[src/rtl/z80_arb_pkg.sv]
// Shared types and helpers for the Z80 bus arbiter: FSM state encoding,
// owner identifiers and the one-hot grant helpers.
package z80_arb_pkg;

    localparam int TMR_W = 8;

    typedef enum logic [1:0] {
        ST_IDLE    = 2'd0,
        ST_REQ     = 2'd1,
        ST_GRANT   = 2'd2,
        ST_RELEASE = 2'd3
    } arb_state_t;

    localparam logic       OWNER0   = 1'b0;
    localparam logic       OWNER1   = 1'b1;
    localparam logic [1:0] GNT_NONE = 2'b00;

    // Owner index -> one-hot grant/yield vector
    function automatic logic [1:0] owner_onehot(input logic owner);
        return owner ? 2'b10 : 2'b01;
    endfunction

    // Round-robin pick: on a tie the requester that did not own the bus
    // last time wins; otherwise the single pending requester wins.
    function automatic logic pick_owner(input logic [1:0] req, input logic last_owner);
        return (req == 2'b11) ? ~last_owner : req[1];
    endfunction

endpackage

[src/rtl/z80_arb_timer.sv]
// 8-bit loadable, saturating down-counter, advanced only on cen.
// Load wins over decrement; decrement stops at zero.
module z80_arb_timer
    import z80_arb_pkg::*;
(
    input  logic             clk,
    input  logic             reset_n,
    input  logic             cen,
    input  logic             i_load,
    input  logic [TMR_W-1:0] i_load_val,
    input  logic             i_dec,
    output logic [TMR_W-1:0] o_count,
    output logic             o_zero
);

    logic [TMR_W-1:0] r_count;

    // Load or saturating decrement on enabled edges
    always_ff @(posedge clk or negedge reset_n) begin
        if (!reset_n) begin
            r_count <= '0;
        end else if (cen) begin
            if (i_load)
                r_count <= i_load_val;
            else if (i_dec && (r_count != '0))
                r_count <= r_count - 1'b1;
        end
    end

    assign o_count = r_count;
    assign o_zero  = (r_count == '0);

endmodule

[src/rtl/z80_bus_arbiter.sv]
// Two-requester bus arbiter in front of a Z80 core. Takes the bus from
// the CPU via busrq_n/busak_n, hands it to one requester round-robin,
// limits hold time (yield) and keeps the CPU on the bus for a minimum
// gap between consecutive external tenures.
module z80_bus_arbiter
    import z80_arb_pkg::*;
#(
    parameter int MAX_HOLD = 64,
    parameter int MIN_CPU  = 4
) (
    input  logic       clk,
    input  logic       reset_n,
    input  logic       cen,
    output logic       busrq_n,
    input  logic       busak_n,
    input  logic [1:0] req,
    output logic [1:0] gnt,
    output logic [1:0] yield,
    output logic       busy
);

    localparam logic [TMR_W-1:0] HOLD_LOAD = TMR_W'(MAX_HOLD);
    localparam logic [TMR_W-1:0] GAP_LOAD  = TMR_W'(MIN_CPU);

    arb_state_t r_state;
    logic       r_owner;
    logic       r_last_owner;
    logic       r_busrq_n;
    logic [1:0] r_gnt;
    logic [1:0] r_yield;
    logic       r_busy;

    arb_state_t       w_next_state;
    logic             w_next_owner;
    logic             w_hold_load;
    logic             w_gap_load;
    logic [TMR_W-1:0] w_hold_cnt;
    logic             w_hold_zero;
    logic [TMR_W-1:0] w_gap_cnt;
    logic             w_gap_zero;
    logic             w_hold_expiring;
    logic [1:0]       w_yield_next;

    // Hold timer: loaded on grant, counts down while granted
    z80_arb_timer u_hold (
        .clk        (clk),
        .reset_n    (reset_n),
        .cen        (cen),
        .i_load     (w_hold_load),
        .i_load_val (HOLD_LOAD),
        .i_dec      (r_state == ST_GRANT),
        .o_count    (w_hold_cnt),
        .o_zero     (w_hold_zero)
    );

    // Gap timer: loaded on return to IDLE, counts down while idle
    z80_arb_timer u_gap (
        .clk        (clk),
        .reset_n    (reset_n),
        .cen        (cen),
        .i_load     (w_gap_load),
        .i_load_val (GAP_LOAD),
        .i_dec      (r_state == ST_IDLE),
        .o_count    (w_gap_cnt),
        .o_zero     (w_gap_zero)
    );

    // Hold counter reaches (or sits at) zero on this edge
    assign w_hold_expiring = w_hold_zero || (w_hold_cnt == TMR_W'(1));

    // Next-state, owner latch and timer load decisions
    always_comb begin
        w_next_state = r_state;
        w_next_owner = r_owner;
        w_hold_load  = 1'b0;
        w_gap_load   = 1'b0;
        case (r_state)
            ST_IDLE: begin
                if (w_gap_zero && (req != 2'b00)) begin
                    w_next_state = ST_REQ;
                    w_next_owner = pick_owner(req, r_last_owner);
                end
            end
            ST_REQ: begin
                // A dropped request beats a simultaneous acknowledge
                if (!req[r_owner]) begin
                    w_next_state = ST_RELEASE;
                end else if (!busak_n) begin
                    w_next_state = ST_GRANT;
                    w_hold_load  = 1'b1;
                end
            end
            ST_GRANT: begin
                if (!req[r_owner])
                    w_next_state = ST_RELEASE;
            end
            ST_RELEASE: begin
                if (busak_n) begin
                    w_next_state = ST_IDLE;
                    w_gap_load   = 1'b1;
                end
            end
            default: w_next_state = ST_IDLE;
        endcase
    end

    // Yield is registered with lookahead on the hold counter so it is
    // asserted on the same edge the counter reaches zero.
    always_comb begin
        w_yield_next = GNT_NONE;
        if ((r_state == ST_GRANT) && (w_next_state == ST_GRANT) &&
            w_hold_expiring && req[~r_owner])
            w_yield_next = owner_onehot(r_owner);
    end

    // FSM state and registered outputs
    always_ff @(posedge clk or negedge reset_n) begin
        if (!reset_n) begin
            r_state      <= ST_IDLE;
            r_owner      <= OWNER0;
            r_last_owner <= OWNER1;
            r_busrq_n    <= 1'b1;
            r_gnt        <= GNT_NONE;
            r_yield      <= GNT_NONE;
            r_busy       <= 1'b0;
        end else if (cen) begin
            r_state   <= w_next_state;
            r_owner   <= w_next_owner;
            if (w_gap_load)
                r_last_owner <= r_owner;
            r_busrq_n <= !((w_next_state == ST_REQ) || (w_next_state == ST_GRANT));
            r_gnt     <= (w_next_state == ST_GRANT) ? owner_onehot(w_next_owner) : GNT_NONE;
            r_yield   <= w_yield_next;
            r_busy    <= (w_next_state != ST_IDLE);
        end
    end

    assign busrq_n = r_busrq_n;
    assign gnt     = r_gnt;
    assign yield   = r_yield;
    assign busy    = r_busy;

endmodule

[config.mk]
export PLATFORM = sky130hd
export DESIGN_NAME = z80_bus_arbiter
export DESIGN_NICKNAME = d
export VERILOG_FILES = /design/src/rtl/z80_arb_pkg.sv /design/src/rtl/z80_arb_timer.sv /design/src/rtl/z80_bus_arbiter.sv
export SDC_FILE = /design/constraint.sdc
export NUM_CORES = 1
export LEC_CHECK = 0
export ABC_CLOCK_PERIOD_IN_PS = 2400
export BUFFER_PORTS_ARGS = -buffer_cell sky130_fd_sc_hd__buf_2
export CORE_MARGIN = 2
export CORE_UTILIZATION = 54
export DETAILED_ROUTE_END_ITERATION = 7
export GPL_TIMING_DRIVEN = 0
export PLACE_DENSITY_LB_ADDON = 0.3
export SLEW_MARGIN = 10
export SYNTH_ARGS = -nofsm -noshare
export SYNTH_HDL_FRONTEND = slang
export SYNTH_HIERARCHICAL = 1
export SYNTH_SLANG_ARGS = --single-unit
[constraint.sdc]
create_clock -name clk -period 2.4 [get_ports clk]
set_input_delay 0.24 -clock clk [delete_from_list [all_inputs] [get_ports clk]]
set_output_delay 0.24 -clock clk [all_outputs]
set_load 0.02 [all_outputs]
* Yosys cells after proc, flatten, opt, wreduce, memory -nomap -nowiden
Index checks and enable logic that the tools add are counted.
** Operators by class
- $add $sub $neg :: 2
- Order comparisons :: 2
- Equality and inequality tests :: 7
- Muxes and demuxes :: 26
- Bitwise operators :: 2
- Reduce and logical (&&, ||, !) cells :: 21
** Operator list (count)
- 8-bit 2-to-1 mux :: 4
- 2-bit 2-to-1 mux :: 9
- 8-bit zero test :: 2
- 8-bit nonzero test :: 2
- 8-bit by 1-bit subtractor with 8-bit output, second input constant :: 2
- 1-bit 2-to-1 mux :: 12
- 2-bit equality test, second input constant :: 4
- 8-bit by 1-bit equality test with 1-bit output, second input constant :: 1
- 2-bit case mux with 4 select lines :: 1
- 2-bit nonzero test :: 4
- 1-bit logical AND :: 6
- 2-bit AND reduction :: 3
- 2-bit by 1-bit equality test with 1-bit output, second input constant :: 2
- 1-bit by 2-bit < comparator with 1-bit output, second input constant :: 2
- 2-bit zero test :: 1
- 1-bit logical OR :: 2
- 1-bit inverter :: 2
- 1-bit zero test :: 1
** Storage, ports and cells
- Register bits :: 26
- Input port bits :: 6
- Output and inout bits :: 6

* Depth between registers and ports, before layout
- Word-level depth :: 9
- Depth in mapped cells :: 10

* By module
Netlist, hierarchy kept.
** Modules (own cells, without submodules)
- z80_arb_timer :: times used 2, cells an instance 68, area each 619.3 um^2, seq. area each 200.2 um^2
- z80_bus_arbiter :: times used 1, cells an instance 58, area each 579.3 um^2, seq. area each 252.7 um^2

* Worst setup path before layout
OpenSTA, ideal clock, no wires.
- Path kind :: register -> register
- From :: register u_gap.r_count[0], in the netlist u_gap/o_count[0]
- To :: register r_yield[0], in the netlist yield[0]
- Setup time :: 0.122 ns
- Data arrival time :: 2.133 ns
- Setup slack :: 0.145 ns
- Stages on the path, launching flop included :: 11
- Period minus slack after synthesis :: 2.255 ns
- Cells stage by stage :: dfrtp_1 -> inv_1 -> ha_1 -> or4b_4 -> nor4_1 -> o211a_4 -> nor2_1 -> ha_1 -> nand2_1 -> nor3b_1 -> a32o_1
** On the way
- Longest elaborated chain between the ends :: 9
** Ends and longest elaborated chain
- start, declared :: line z80_arb_timer.sv:16 : logic [TMR_W-1:0] r_count;
- start signal, assigned :: line z80_arb_timer.sv:24 : r_count <= i_load_val;
- start signal, assigned :: line z80_arb_timer.sv:26 : r_count <= r_count - 1'b1;
- 8-bit zero test :: line z80_arb_timer.sv:31 : assign o_zero = (r_count == '0);
- named net w_gap_zero :: line z80_bus_arbiter.sv:40 : logic w_gap_zero;
- 1-bit logical AND :: line z80_bus_arbiter.sv:79 : if (w_gap_zero && (req != 2'b00)) begin
- 2-bit 2-to-1 mux :: line z80_bus_arbiter.sv:79
- 2-bit case mux with 4 select lines :: line z80_bus_arbiter.sv:77 : case (r_state)
- 2-bit equality test :: line z80_bus_arbiter.sv:111 : if ((r_state == ST_GRANT) && (w_next_state == ST_GRANT) &&
- 1-bit logical AND (2 in a row) :: line z80_bus_arbiter.sv:111
- 1-bit logical AND :: line z80_bus_arbiter.sv:112 : w_hold_expiring && req[~r_owner])
- 2-bit 2-to-1 mux :: line z80_bus_arbiter.sv:111
- end signal, assigned :: line z80_bus_arbiter.sv:133 : r_yield <= w_yield_next;
- end, declared :: line z80_bus_arbiter.sv:30 : logic [1:0] r_yield;
The timed path passes the listed nets, and every way through them passes these cells.
A chain may end at the register's enable or synchronous reset.

* Worst setup path after layout
- From :: register u_gap.r_count[1], in the netlist u_gap/o_count[1]
- To :: register r_gnt[1], in the netlist gnt[1]
** On the way
- Longest elaborated chain between the ends :: 6
** Ends and longest elaborated chain
- 8-bit zero test (*) :: line z80_arb_timer.sv:31
- named net w_gap_zero :: line z80_bus_arbiter.sv:40
- 1-bit logical AND (*) :: line z80_bus_arbiter.sv:79
- 2-bit 2-to-1 mux or 1-bit 2-to-1 mux (tied branches) :: line z80_bus_arbiter.sv:79
- 2-bit case mux with 4 select lines or 1-bit 2-to-1 mux (tied branches) :: line z80_bus_arbiter.sv:77
- 2-bit equality test or 2-bit 2-to-1 mux (tied branches) :: line z80_bus_arbiter.sv:132, z80_arb_pkg.sv:20
- 2-bit 2-to-1 mux (*) :: line z80_bus_arbiter.sv:132 : r_gnt <= (w_next_state == ST_GRANT) ? owner_onehot(w_next_owner) : GNT_NONE;
- end signal, assigned :: line z80_bus_arbiter.sv:132
- end, declared :: line z80_bus_arbiter.sv:29 : logic [1:0] r_gnt;
The timed path passes the listed nets; every way through them passes the cells marked *.

==> results.rst <==
.. list-table::
   :header-rows: 1

   * - Metric
     - Value
   * - Result of the run
     - finished clean
   * - Fraction of power consumed by combinational cells
     - 0.500
   * - Total die area
     - around 3800 um2
   * - Worst hold path cell count
     - 2
   * - Predominant post-synthesis flop cell
     - dfrtp_1
   * - HP Class
     - in2reg
   * - Maximum number of buffers from clock root to sink
     - 2
   * - Number of top-level pins
     - 12
   * - Antenna violations before repair
     - 0
   * - Switching component of the power
     - around 0.83 mW
   * - Number of global-route vias before repair
     - ~1300
   * - Routability-driven placement congestion ratio
     - a little over 0.8
   * - Share of final-layout standard cells stronger than drive strength 1
     - 0.201
   * - Pin count of the biggest net entering global routing
     - 27
   * - R2r setup slk
     - 110 ps
   * - Wire length of the first global-routing pass
     - 5910 um
   * - Overall routed net length
     - between 3000 and 4000 um
   * - Initial Utilization
     - 0.554
   * - Average size of a mapped cell
     - 9.37 um2
   * - Area growth from synthesis to layout
     - 14.5%
   * - Destination of the worst hold path
     - r_state[1]
   * - Synth cell types
     - 54
   * - Cell chosen for the clock root
     - clkbuf_4
   * - Max Slew Vio Count
     - 0
   * - Post-Synthesis Cell Area
     - around 1800 um2
   * - Final standard cell utilization of the core
     - 0.634
   * - Worst-case headroom to the max-slew limit
     - 0.594
   * - Commonest cells in the netlist
     - 24 x dfrtp_1, 15 x nand2_1, 14 x nor2_1
   * - Via density per instance
     - between 5 and 6
   * - Leakage power
     - between 0.8 and 0.9 nW
   * - Number of inserted diodes
     - 0
   * - Post-Synthesis Cells
     - roughly 190
   * - Final critical-path share of the clock period
     - 0.955
   * - Buffers added on ports
     - 11
   * - Maximum operating frequency
     - roughly 440 MHz
   * - Launch point of the worst hold path
     - busak_n
   * - Proportion of netlist area held by the largest area contributor
     - 0.330
   * - Final nets
     - 242
   * - Biggest area consumer among synthesized cells
     - dfrtp_1
   * - Sequential cell area fraction in the yosys report
     - 0.359
   * - Total clock buffers created by CTS
     - 3
   * - Final hold violation count
     - 0
   * - Largest vdd supply drop
     - slightly above 0.5 mV
   * - CP max FO
     - 4
   * - Clock-pin slew of the registers on the worst-case setup and hold paths
     - around 140 ps
   * - Number of enable-type register cells in the synthesized netlist
     - 0
   * - Die boundary height
     - 62.0 um
   * - Yosys synthesis warning count
     - 6
   * - Clock tree from TritonCTS
     - built
   * - Length in cells of the worst reg-to-reg path
     - 9
   * - Portion of total power attributed to the clock network
     - 0.110
   * - Post-synthesis register bit count
     - 26
   * - Top cells by area in the synthesized netlist
     - dfrtp_1 33%, ha_1 4.1%, nand2_1 3.1%
   * - DRC violation total after the first TritonRoute iteration
     - 80
   * - Global routing usage summed across all routing layers
     - 0.202
   * - Final total power
     - about 2 mW
   * - Worst r2r src
     - u_gap/o_count[1]
   * - Power density of the placed cells
     - ~950 nW/um2
   * - Switching share of total power
     - 0.422
   * - DIE WIDTH
     - ~62 um
   * - Internal power summed over all cells
     - between 1 and 1.5 mW
   * - Post-route clock skew
     - approximately 2.8 ps
   * - Placement row count
     - 21
   * - Count of nets left with antenna violations after detail routing
     - 0
   * - Transition time of the tightest slew-check pin
     - just over 600 ps
   * - Time the final worst path needs with I/O delays and setup
     - ~2300 ps
   * - Via Count
     - between 1500 and 2000
   * - Drt wl/cell
     - between 10 and 15 um
   * - Core region area
     - about 3300 um2
   * - Worst setup path class
     - reg2reg
   * - Number of sinks driven by the clock tree
     - 26
   * - Total congestion overflow
     - 0
   * - Critical Path Source Type
     - flip-flop
   * - Reg2reg end
     - gnt[1]
   * - Portion of total power attributed to sequential cells
     - 0.390
   * - Detailed-routing iteration count for the pre-antenna-repair pass
     - 4
   * - Count leader, synth
     - dfrtp_1
   * - CTS H-Tree Depth
     - 1
   * - DRC violation count after routing
     - 0
   * - Arrival time at the worst endpoint
     - around 2500 ps
   * - Number of maximum-capacitance constraint violations
     - 0
   * - Share of synthesized flip-flops with an asynchronous set or reset
     - 1.00
   * - Source-to-sink clock delay at the later pin of the worst-skew pair
     - between 300 and 400 ps
   * - Half-perimeter wire length of the detailed placement result
     - approximately 2600 um
   * - Final number of setup-violating endpoints
     - 0
   * - Worst Path Required
     - roughly 2600 ps
   * - Critical Path End Type
     - flip-flop
routing by layer:
layer / global-route usage / up-vias / wire (um)
met4: 0.0517 / 0 / 23
li1: - / 795 / -
met5: 0 / - / 0
met3: 0.0207 / 4 / 134
met2: 0.324 / 36 / 1670
met1: 0.290 / 744 / 1850
power groups by stage:
stage	Combinational, mW	Sequential [mW]	Clock [mW]
floorplan	0.753	0.762	0
global placement	0.948	0.766	0
detailed placement	0.965	0.770	0
CTS	0.972	0.763	0.231
global route	1.13	0.802	0.245
finish	0.990	0.771	0.218
cell type report:
cell class	instances	area, um2
fillers	298	1200
inverters	11	41.3
multi-input cells	163	1150
flip-flops and latches	26	653
repair buffers	17	103
well taps	46	57.6
plain buffers	8	37.5
clock buffers	4	36.3
repair_timing:
item,CTS,global route
gates cloned,0,0
endpoints found under the hold margin,24,0
endpoints found under the setup margin,2,2
resized for setup,1,2
hold buffers,1,0
buffers inserted,0,5
worst max-delay path, cell delays in order (launching register included):
cell and delay, ps:
dfrtp_1 420, inv_1 110, ha_1 140, or4b_4 500
nor4_4 160, o211a_4 200, buf_4 110, buf_4 100
mux2_4 290, a22o_1 180
through the flow:
stage                     worst slack [ps]  hold WS [ps]  TNS (ps)  instances  instance area [um2]
after floorplan                        145         -55.6         0        208                 1870
after global placement               -10.6           275     -16.1        265                 1980
after detailed placement             -5.51           282     -5.51        265                 1980
after CTS                             59.5           183         0        270                 2040
after global routing                 -5.14           196     -5.14        275                 2080
final                                  109           196         0        275                 2080
sequential cells by signal, indices dropped and copies added, names as in the netlist:
register / flops
r_state: 2
busy: 1
busrq_n: 1
r_last_owner: 1
u_gap/o_count: 8
u_hold/o_count: 8
gnt: 2
yield: 2
r_owner: 1
worst max-delay path by stage:
stage,startpoint,end,slack [ps]
after floorplan,u_gap/o_count[0],yield[0],150
after global placement,u_gap/o_count[0],yield[0],-10
after detailed placement,u_gap/o_count[0],yield[0],-6
after CTS,u_gap/o_count[0],yield[0],60
after global routing,u_gap/o_count[1],yield[0],-5
final,u_gap/o_count[1],gnt[1],110
logic make-up (layout without fill, tap and decap cells):
family                   count (synthesis)  count (layout)  synth area share
AND/OR/NAND/NOR                         80              80             0.258
flip-flops                              26              26             0.359
other                                    2              16           0.00413
adder cells (fa/ha/maj)                  6               6            0.0413
AO/OA/AOI/OAI                           54              54             0.246
multiplexers                             7               7            0.0475
buffers and inverters                   19              40            0.0434
layout by cell type (no fill, tap or decap), drive strengths merged, types with 4 or more instances in the layout:
cell type,n
buf,19
nor2b,4
nand3,5
mux2,4
a31oi,4
nor4b,4
conb,16
nand2b,5
nor3b,7
nor2,17
a21oi,5
clkbuf,9
o311ai,4
inv,10
and3,8
dfrtp,24
o21ai,11
a211oi,4
nand2,15
ha,6
No activity file was read; power rests on OpenSTA's default activity.
